[config.mk]
export PLATFORM = sky130hd
export DESIGN_NAME = riscv_fetch
export DESIGN_NICKNAME = d
export VERILOG_FILES = /design/src/rtl/riscv_pkg.sv /design/src/rtl/riscv_fetch_fifo.sv /design/src/rtl/riscv_fetch.sv
export SDC_FILE = /design/constraint.sdc
export NUM_CORES = 1
export LEC_CHECK = 0
export CAP_MARGIN = 0
export CORE_UTILIZATION = 25
export CTS_CLUSTER_SIZE = 12
export DETAILED_ROUTE_END_ITERATION = 8
export DONT_BUFFER_PORTS = 1
export PLACE_DENSITY_LB_ADDON = 0.2
export SYNTH_ARGS = -nofsm -noshare
export SYNTH_HDL_FRONTEND = slang
export SYNTH_HIERARCHICAL = 1
export SYNTH_SLANG_ARGS = --single-unit
[constraint.sdc]
create_clock -name clk -period 5.8 [get_ports clk]
set_input_delay 1.16 -clock clk [delete_from_list [all_inputs] [get_ports clk]]
set_output_delay 1.16 -clock clk [all_outputs]
set_load 0.01 [all_outputs]
[src/rtl/riscv_pkg.sv]
// Shared RISC-V definitions: base opcodes, ALU operation codes,
// fetch FSM states and the {pc, instr} packet passed from fetch to decode.
package riscv_pkg;

    localparam logic [6:0] ROP = 7'b0110011;
    localparam logic [6:0] IOP = 7'b0010011;
    localparam logic [6:0] SOP = 7'b0100011;
    localparam logic [6:0] BOP = 7'b1100011;
    localparam logic [6:0] UOP = 7'b0110111;
    localparam logic [6:0] JOP = 7'b1101111;

    typedef enum logic [3:0] {
        ALU_ADD,
        ALU_SUB,
        ALU_SLL,
        ALU_SLT,
        ALU_SLTU,
        ALU_XOR,
        ALU_SRL,
        ALU_SRA,
        ALU_OR,
        ALU_AND
    } alu_op_e;

    typedef enum logic [1:0] {
        BOOT,
        RUN,
        DRAIN
    } fetch_state_e;

    typedef struct packed {
        logic [31:0] pc;
        logic [31:0] instr;
    } fetch_pkt_t;

    // addi x0, x0, 0
    localparam logic [31:0] NOP = 32'h0000_0013;

endpackage

[src/rtl/riscv_fetch_fifo.sv]
// Small FIFO of fetch packets between the instruction-memory response path
// and decode. Flush is synchronous and takes priority over push/pop.
module fetch_fifo
    import riscv_pkg::*;
#(
    parameter int DEPTH = 2,
    localparam int PTR_W = $clog2(DEPTH),
    localparam int CNT_W = $clog2(DEPTH + 1)
) (
    input  logic             clk,
    input  logic             rst,
    input  logic             flush_i,
    input  logic             push_i,
    input  fetch_pkt_t       push_data_i,
    input  logic             pop_i,
    output fetch_pkt_t       head_o,
    output logic             full_o,
    output logic             empty_o,
    output logic [CNT_W-1:0] count_o
);

    fetch_pkt_t       mem_q [DEPTH];
    logic [PTR_W-1:0] wr_ptr_q;
    logic [PTR_W-1:0] rd_ptr_q;
    logic [CNT_W-1:0] count_q;

    // Storage is cleared on reset so the decode-facing outputs read as zero.
    always_ff @(posedge clk or negedge rst) begin
        if (!rst) begin
            for (int i = 0; i < DEPTH; i++) begin
                mem_q[i] <= '0;
            end
            wr_ptr_q <= '0;
            rd_ptr_q <= '0;
            count_q  <= '0;
        end else if (flush_i) begin
            wr_ptr_q <= '0;
            rd_ptr_q <= '0;
            count_q  <= '0;
        end else begin
            if (push_i) begin
                mem_q[wr_ptr_q] <= push_data_i;
                wr_ptr_q        <= wr_ptr_q + PTR_W'(1);
            end
            if (pop_i) begin
                rd_ptr_q <= rd_ptr_q + PTR_W'(1);
            end
            count_q <= count_q + CNT_W'(push_i) - CNT_W'(pop_i);
        end
    end

    assign head_o  = mem_q[rd_ptr_q];
    assign empty_o = (count_q == '0);
    assign full_o  = (count_q == CNT_W'(DEPTH));
    assign count_o = count_q;

endmodule

[src/rtl/riscv_fetch.sv]
// Instruction-fetch stage: owns the PC, issues credit-limited word reads,
// buffers in-order responses for decode and discards stale data after redirects.
module riscv_fetch
    import riscv_pkg::*;
#(
    parameter logic [31:0] RESET_PC = 32'h0000_0000,
    parameter int          DEPTH    = 2
) (
    input  logic        clk,
    input  logic        rst,
    output logic        imem_req_valid,
    input  logic        imem_req_ready,
    output logic [31:0] imem_req_addr,
    input  logic        imem_rsp_valid,
    input  logic [31:0] imem_rsp_data,
    input  logic        redirect_valid,
    input  logic [31:0] redirect_pc,
    output logic        ir_valid,
    input  logic        ir_ready,
    output logic [31:0] ir,
    output logic [31:0] ir_pc
);

    localparam int CNT_W = $clog2(DEPTH + 1);
    localparam logic [CNT_W:0] CREDIT_LIMIT = (CNT_W + 1)'(DEPTH);

    typedef logic [CNT_W-1:0] cnt_t;

    fetch_state_e state_q, state_d;
    logic [31:0]  fetch_pc_q, fetch_pc_d;
    logic [31:0]  rsp_pc_q, rsp_pc_d;
    cnt_t         outstanding_q, outstanding_d;
    cnt_t         drop_cnt_q, drop_cnt_d;

    cnt_t         fifo_count;
    logic         fifo_full;
    logic         fifo_empty;
    fetch_pkt_t   fifo_head;
    fetch_pkt_t   fifo_push_data;
    logic         fifo_push;
    logic         fifo_pop;

    logic         credit_ok;
    logic         req_fire;
    logic [31:0]  redirect_target;

    assign redirect_target = redirect_pc & ~32'h0000_0003;

    // Outstanding requests plus buffered entries never exceed DEPTH, so every response has a slot.
    assign credit_ok      = ({1'b0, outstanding_q} + {1'b0, fifo_count}) < CREDIT_LIMIT;
    assign imem_req_valid = (state_q == RUN) && !redirect_valid && credit_ok;
    assign imem_req_addr  = fetch_pc_q;
    assign req_fire       = imem_req_valid && imem_req_ready;

    assign fifo_push      = imem_rsp_valid && !redirect_valid && (drop_cnt_q == '0);
    assign fifo_push_data = '{pc: rsp_pc_q, instr: imem_rsp_data};
    assign fifo_pop       = ir_valid && ir_ready;

    assign ir_valid = !fifo_empty;
    assign ir       = fifo_head.instr;
    assign ir_pc    = fifo_head.pc;

    fetch_fifo #(
        .DEPTH (DEPTH)
    ) u_fifo (
        .clk         (clk),
        .rst         (rst),
        .flush_i     (redirect_valid),
        .push_i      (fifo_push),
        .push_data_i (fifo_push_data),
        .pop_i       (fifo_pop),
        .head_o      (fifo_head),
        .full_o      (fifo_full),
        .empty_o     (fifo_empty),
        .count_o     (fifo_count)
    );

    always_ff @(posedge clk or negedge rst) begin
        if (!rst) begin
            state_q       <= BOOT;
            fetch_pc_q    <= RESET_PC;
            rsp_pc_q      <= RESET_PC;
            outstanding_q <= '0;
            drop_cnt_q    <= '0;
        end else begin
            state_q       <= state_d;
            fetch_pc_q    <= fetch_pc_d;
            rsp_pc_q      <= rsp_pc_d;
            outstanding_q <= outstanding_d;
            drop_cnt_q    <= drop_cnt_d;
        end
    end

    always_comb begin
        state_d       = state_q;
        fetch_pc_d    = fetch_pc_q;
        rsp_pc_d      = rsp_pc_q;
        drop_cnt_d    = drop_cnt_q;
        outstanding_d = outstanding_q + cnt_t'(req_fire) - cnt_t'(imem_rsp_valid);

        if (redirect_valid) begin
            // No request fires here, so whatever remains in flight after this edge is stale.
            fetch_pc_d = redirect_target;
            rsp_pc_d   = redirect_target;
            drop_cnt_d = outstanding_d;
            state_d    = (outstanding_d != '0) ? DRAIN : RUN;
        end else begin
            if (req_fire) begin
                fetch_pc_d = fetch_pc_q + 32'd4;
            end
            if (imem_rsp_valid) begin
                if (drop_cnt_q != '0) begin
                    drop_cnt_d = drop_cnt_q - cnt_t'(1);
                end else begin
                    rsp_pc_d = rsp_pc_q + 32'd4;
                end
            end
            unique case (state_q)
                BOOT:    state_d = RUN;
                DRAIN:   if (drop_cnt_d == '0) state_d = RUN;
                default: state_d = state_q;
            endcase
        end
    end

    assert property (@(posedge clk) disable iff (!rst) !(fifo_push && fifo_full));
    assert property (@(posedge clk) disable iff (!rst) !(imem_rsp_valid && (outstanding_q == '0)));

endmodule

Yosys cells after proc, flatten, opt, wreduce, memory -nomap -nowiden
Index checks and enable logic that the tools add are counted.
{ "word_totals": {"regBits": 202, "in_bits": 70, "wordCells": 80} }
{ "classes": {"addsub": 10, "n_lt_le_gt_ge": 4, "n_eq_ne": 4, "mux": 24, "n_bitwise": 3, "n_reduce_logical": 23} }
{ "ops": {"columns": ["cell", "count"], "rows": [
  ["$mux 64", 4],
  ["$mux 32", 5],
  ["$bwmux 128", 1],
  ["$add 32x3->32 const B", 2],
  ["$demux 64 s1", 1],
  ["$mux 2", 8],
  ["$reduce_bool 2->1", 6],
  ["$logic_not 2->1", 4],
  ["$logic_and 1x1->1", 7],
  ["$reduce_and 2->1", 3],
  ["$add 2x1->2", 2],
  ["$ge 2x2->1 const B", 2],
  ["$mux 1", 4],
  ["$not 1->2", 2],
  ["$pmux 2 s2", 1],
  ["$sub 2x1->2", 2],
  ["$add 2x2->3", 1],
  ["$lt 3x2->1 const B", 1],
  ["$ne 3x3->1 const B", 1],
  ["$reduce_bool 3->1", 1],
  ["$add 1x1->1 const B", 2],
  ["$eq 2x1->1 const B", 1],
  ["$eq 2x2->1 const B", 1],
  ["$logic_not 1->1", 2],
  ["4 further kinds", 4]
]} }

Logic depth before layout (Yosys ltp)
{ "depth": {"ltp_word": 9, "depth_mapped": 15, "depth_no_buf": 12} }

Modules after synthesis
The synthesis kept the hierarchy.
{ "modules_own_cells": {"columns": ["module", "n_inst", "cells_each", "area_each_um2"], "rows": [
  ["fetch_fifo", 1, 360, 6058.3],
  ["riscv_fetch", 1, 409, 3836.2]
]} }

Worst setup path after synthesis
OpenSTA, ideal clock, no wires.
{ "synth_timing": {"kind": "input port to flip-flop", "startpoint": "in redirect_valid", "endpoint": "reg state_q[1]", "arrival_ns": 3.092, "slack_ns": 2.577, "path_stages": 13, "path_cell_list": "nor2b_1 and4b_1 buf_2 inv_2 buf_2 buf_2 ha_1 inv_1 ha_1 xnor2_1 xnor2_1 o31ai_1 nand2_1"} }
{ "synth_via": {"elab_chain_cells": 9} }
{ "synth_lines": {"columns": ["item", "line", "source"], "rows": [
  ["start, declared", "riscv_fetch.sv:16", "input logic redirect_valid,"],
  ["$logic_not 1->1", "riscv_fetch.sv:51", "assign imem_req_valid = (state_q == RUN) && !redirect_valid && credit_ok;"],
  ["$logic_and 1x1->1 (2 in a row)", "riscv_fetch.sv:51", null],
  ["$logic_and 1x1->1", "riscv_fetch.sv:53", "assign req_fire = imem_req_valid && imem_req_ready;"],
  ["$add 2x1->2", "riscv_fetch.sv:99", "outstanding_d = outstanding_q + cnt_t'(req_fire) - cnt_t'(imem_rsp_valid);"],
  ["$sub 2x1->2", "riscv_fetch.sv:99", null],
  ["via outstanding_d[1]", "riscv_fetch.sv:32", "cnt_t outstanding_q, outstanding_d;"],
  ["$reduce_bool 2->1", "riscv_fetch.sv:106", "state_d = (outstanding_d != '0) ? DRAIN : RUN;"],
  ["$mux 2", "riscv_fetch.sv:106", null],
  ["$mux 2", "riscv_fetch.sv:101", "if (redirect_valid) begin"],
  ["end signal, assigned", "riscv_fetch.sv:86", "state_q <= state_d;"],
  ["end, declared", "riscv_fetch.sv:29", "fetch_state_e state_q, state_d;"]
]} }
The timed path passes the listed nets, and every way through them passes these cells.
A chain may end at the register's enable or synchronous reset.

Worst setup path in the final report
{ "layout_timing": {"startpoint": "reg u_fifo.rd_ptr_q", "endpoint": "out ir_pc[15]"} }
{ "layout_via": {"elab_chain_cells": 4} }
{ "layout_lines": {"columns": ["item", "line", "source"], "rows": [
  ["start, declared", "riscv_fetch_fifo.sv:24", "logic [PTR_W-1:0] rd_ptr_q;"],
  ["start signal, assigned", "riscv_fetch_fifo.sv:46", "rd_ptr_q <= rd_ptr_q + PTR_W'(1);"],
  ["$not 1->2 (implied by the code)", "riscv_fetch_fifo.sv:52", "assign head_o = mem_q[rd_ptr_q];"],
  ["$mux 64 (implied by the code) (3 in a row)", "riscv_fetch_fifo.sv:52", null],
  ["end, declared", "riscv_fetch.sv:21", "output logic [31:0] ir_pc"]
]} }
No other way between the ends. The select of a mux whose other input is x is not followed.

==> out/results.txt <==
The run finished with clean final reports. The share of layout cells above drive strength 1 was 0.335. The worst-case IR drop observed on VDD is 0.000187 V.

The final worst-path cycle share came out at 0.560. For the headroom to the max-slew limit, the log shows 0.302. Wire segments on met2 add up to 10700 um in the final route. For the combinational group share of total power, the log shows 0.288. STA puts the critical path data arrival time at 2.09 ns.

The number of remaining DRC errors is 0. Clock skew on the completed layout was measured at 0.0117 ns. Once the clock tree was built, the resizer swapped 0 gates to a different size. At the worst endpoint, the required time is 4.64 ns. The tools report the detailed-router iteration count before antenna repair as 5. The family with the most delay on the worst path is flip-flops. After floorplanning, the core was sized to cover 38800 um^2. Switching part of the total: 0.328. Setup repair after global routing left no endpoint under its margin. Together, buffers and inverters on the worst path number 0. Pin count of the biggest net entering global routing: 199. In this run the core area contains 72 standard-cell rows. The biggest fanout along the worst timing path is 65. The number of antenna cells inserted was 0.

Dividing the detail-routed wire length by the instance count gives 19.5 um. Wires add up to 25100 um. The internal portion of the total power is 0.00323 W. From left edge to right edge, the die measures 201 um.

The number of buffers inserted by hold repair at cts came out at 0. The library cell used most frequently in the layout, excluding fill and tap cells, is sky130_fd_sc_hd__dfrtp_1. The met3 layer wire length in the routed design was 1580 um; the total number of vias was 6004. The antenna violation net count after detailed routing is 0. The logs give 834 for the number of nets in the finished design and 198 for the clock sink count.

The number of buffer cells added on primary ports came out at 0. After clock tree synthesis, the clock-pin slew on the worst setup and hold paths is 0.07 ns. The global-route usage over all layers was 0.130.

The tools report the part of the total power dissipated in sequential elements as 0.465. After the first detailed-routing iteration, the DRC count stood at 245. The minimum clock period after layout works out to 3.25 ns. During I/O placement, the number of pins put on the boundary was 168.

Derived from the worst setup path, the maximum achievable clock frequency is 308 MHz. The total negative setup slack is 0 ns. The run gives 39900 um as the wire length of the first global-routing pass. For this block, wires on met1 add up to 12500 um. The run gives 4 as the maximum level of the CTS H-tree. The part of the total power dissipated in the clock network came out at 0.247.

Once routing completed, OpenROAD measured the worst setup slack at 2.55 ns. The area of the mapped netlist is 9890 um^2, and the number of global-route vias before repair is 6166. Largest incremental delay on the critical path: 1.09 ns. A synthesized cell averages 12.9 um^2. TritonCTS built the clock tree. Relative to the synthesized area, the layout overhead comes to 9.53%.

The total count of max-transition violations in the final report was 0. The worst setup path is captured at a primary output. The initial antenna violation count was 0. The highest metal layer carrying signal wires in the routed design is met4.

The run gives 4.62 nW as the leakage power. Critical path class: flop to primary output. At the later pin of the worst-skew pair, clock insertion delay measures 0.46 ns.

In this run the power density over the cells is 443 nW/um^2. In the synthesized netlist, the number of instances is 768. The max-cap check violation count was 0; the number of endpoints failing setup at the final stage was 0. The launching element type of the critical path is a flop.

For this design, the slowest cell found on the critical path is sky130_fd_sc_hd__dfrtp_4. The congestion estimate from routability-driven global placement came to 0.747. The tightest min-delay check is of the input pin to async pin type. The library cells used most frequently in the layout, excluding fill and tap cells, are sky130_fd_sc_hd__dfrtp_1, sky130_fd_sc_hd__mux2_2, sky130_fd_sc_hd__mux2_4. The number of buffers inserted to repair setup after CTS is 0, and the worst-margin pin slew is 1.05 ns. The master cell of the clock root buffer was sky130_fd_sc_hd__clkbuf_16. The initial standard-cell utilization of the core was 0.255; the post-detailed-placement half-perimeter wirelength was 16300 um. The run gives 2 as the maximum number of buffers from clock root to sink. The power spent charging and discharging nets is 0.00157 W, and the pre-CTS setup slack is 2.26 ns. The height of the die was 201 um.

The critical path goes through mux2_2. The total die area was 40400 um^2; the count of endpoints failing hold in the final timing report was 0. For this run, the number of Yosys warnings is 6. After global routing the overflow that remains totals 0.

The number of vias per cell after detailed routing was 4.66. Counting the buffers created by CTS gives 17.
final timing paths:
check | startpoint | cells after the start | to | slack [ns]
setup / recovery | u_fifo/rd_ptr_q | 1 | ir_pc[15] | 2.55
hold / removal | rst | 0 | u_fifo/mem_q[76] | 0.40
setup reg to reg | outstanding_q[0] | 12 | state_q[1] | 2.63
hold reg to reg | u_fifo/mem_q[106] | 1 | u_fifo/mem_q[106] | 0.49
max in group asynchronous | rst | 0 | u_fifo/mem_q[5] | 5.04
min in group clk | u_fifo/mem_q[106] | 1 | u_fifo/mem_q[106] | 0.49
state kept, by name (all words and copies together) (netlist names):
signal / cells
rsp_pc_q: 30
state_q: 2
drop_cnt_q: 2
imem_req_addr: 30
u_fifo/rd_ptr_q: 1
u_fifo/count_o: 2
outstanding_q: 2
u_fifo/wr_ptr_q: 1
u_fifo/mem_q: 128
area by class of cell:
type | count | area (um^2)
Fill cell | 4012 | 28000
Sequential cell | 198 | 4960
Multi-Input combinational cell | 522 | 4580
Tap cell | 518 | 648
Clock buffer | 19 | 433
Clock inverter | 13 | 126
Inverter | 13 | 48.8
Timing Repair Buffer | 5 | 37.5
metal layers:
layer,global-route usage,vias up
met5,0,-
met4,0.0354,0
met3,0.0455,20
met2,0.183,166
met1,0.186,3071
li1,-,2747
metrics by stage:
stage           util  hold slack [ns]  cell area, um^2  instances  power (W)
2_1_floorplan      -            0.454             9910        773    0.00332
3_3_place_gp   0.265            0.472            10300       1256    0.00364
3_5_place_dp   0.265            0.477            10300       1256    0.00367
4_1_cts        0.279            0.358            10800       1288    0.00490
5_1_grt        0.279            0.354            10800       1288    0.00512
6_report       0.279            0.404            10800       1288    0.00480
power by group through the flow:
stage	Sequential [W]	Clock, W	Combinational [W]
after floorplan	0.00209	0	0.00123
after global placement	0.00226	0	0.00139
after detailed placement	0.00227	0	0.00140
after CTS	0.00225	0.00125	0.00141
after global routing	0.00233	0.00130	0.00150
final	0.00223	0.00119	0.00138
Note: power is estimated with default switching activity, not from simulation.
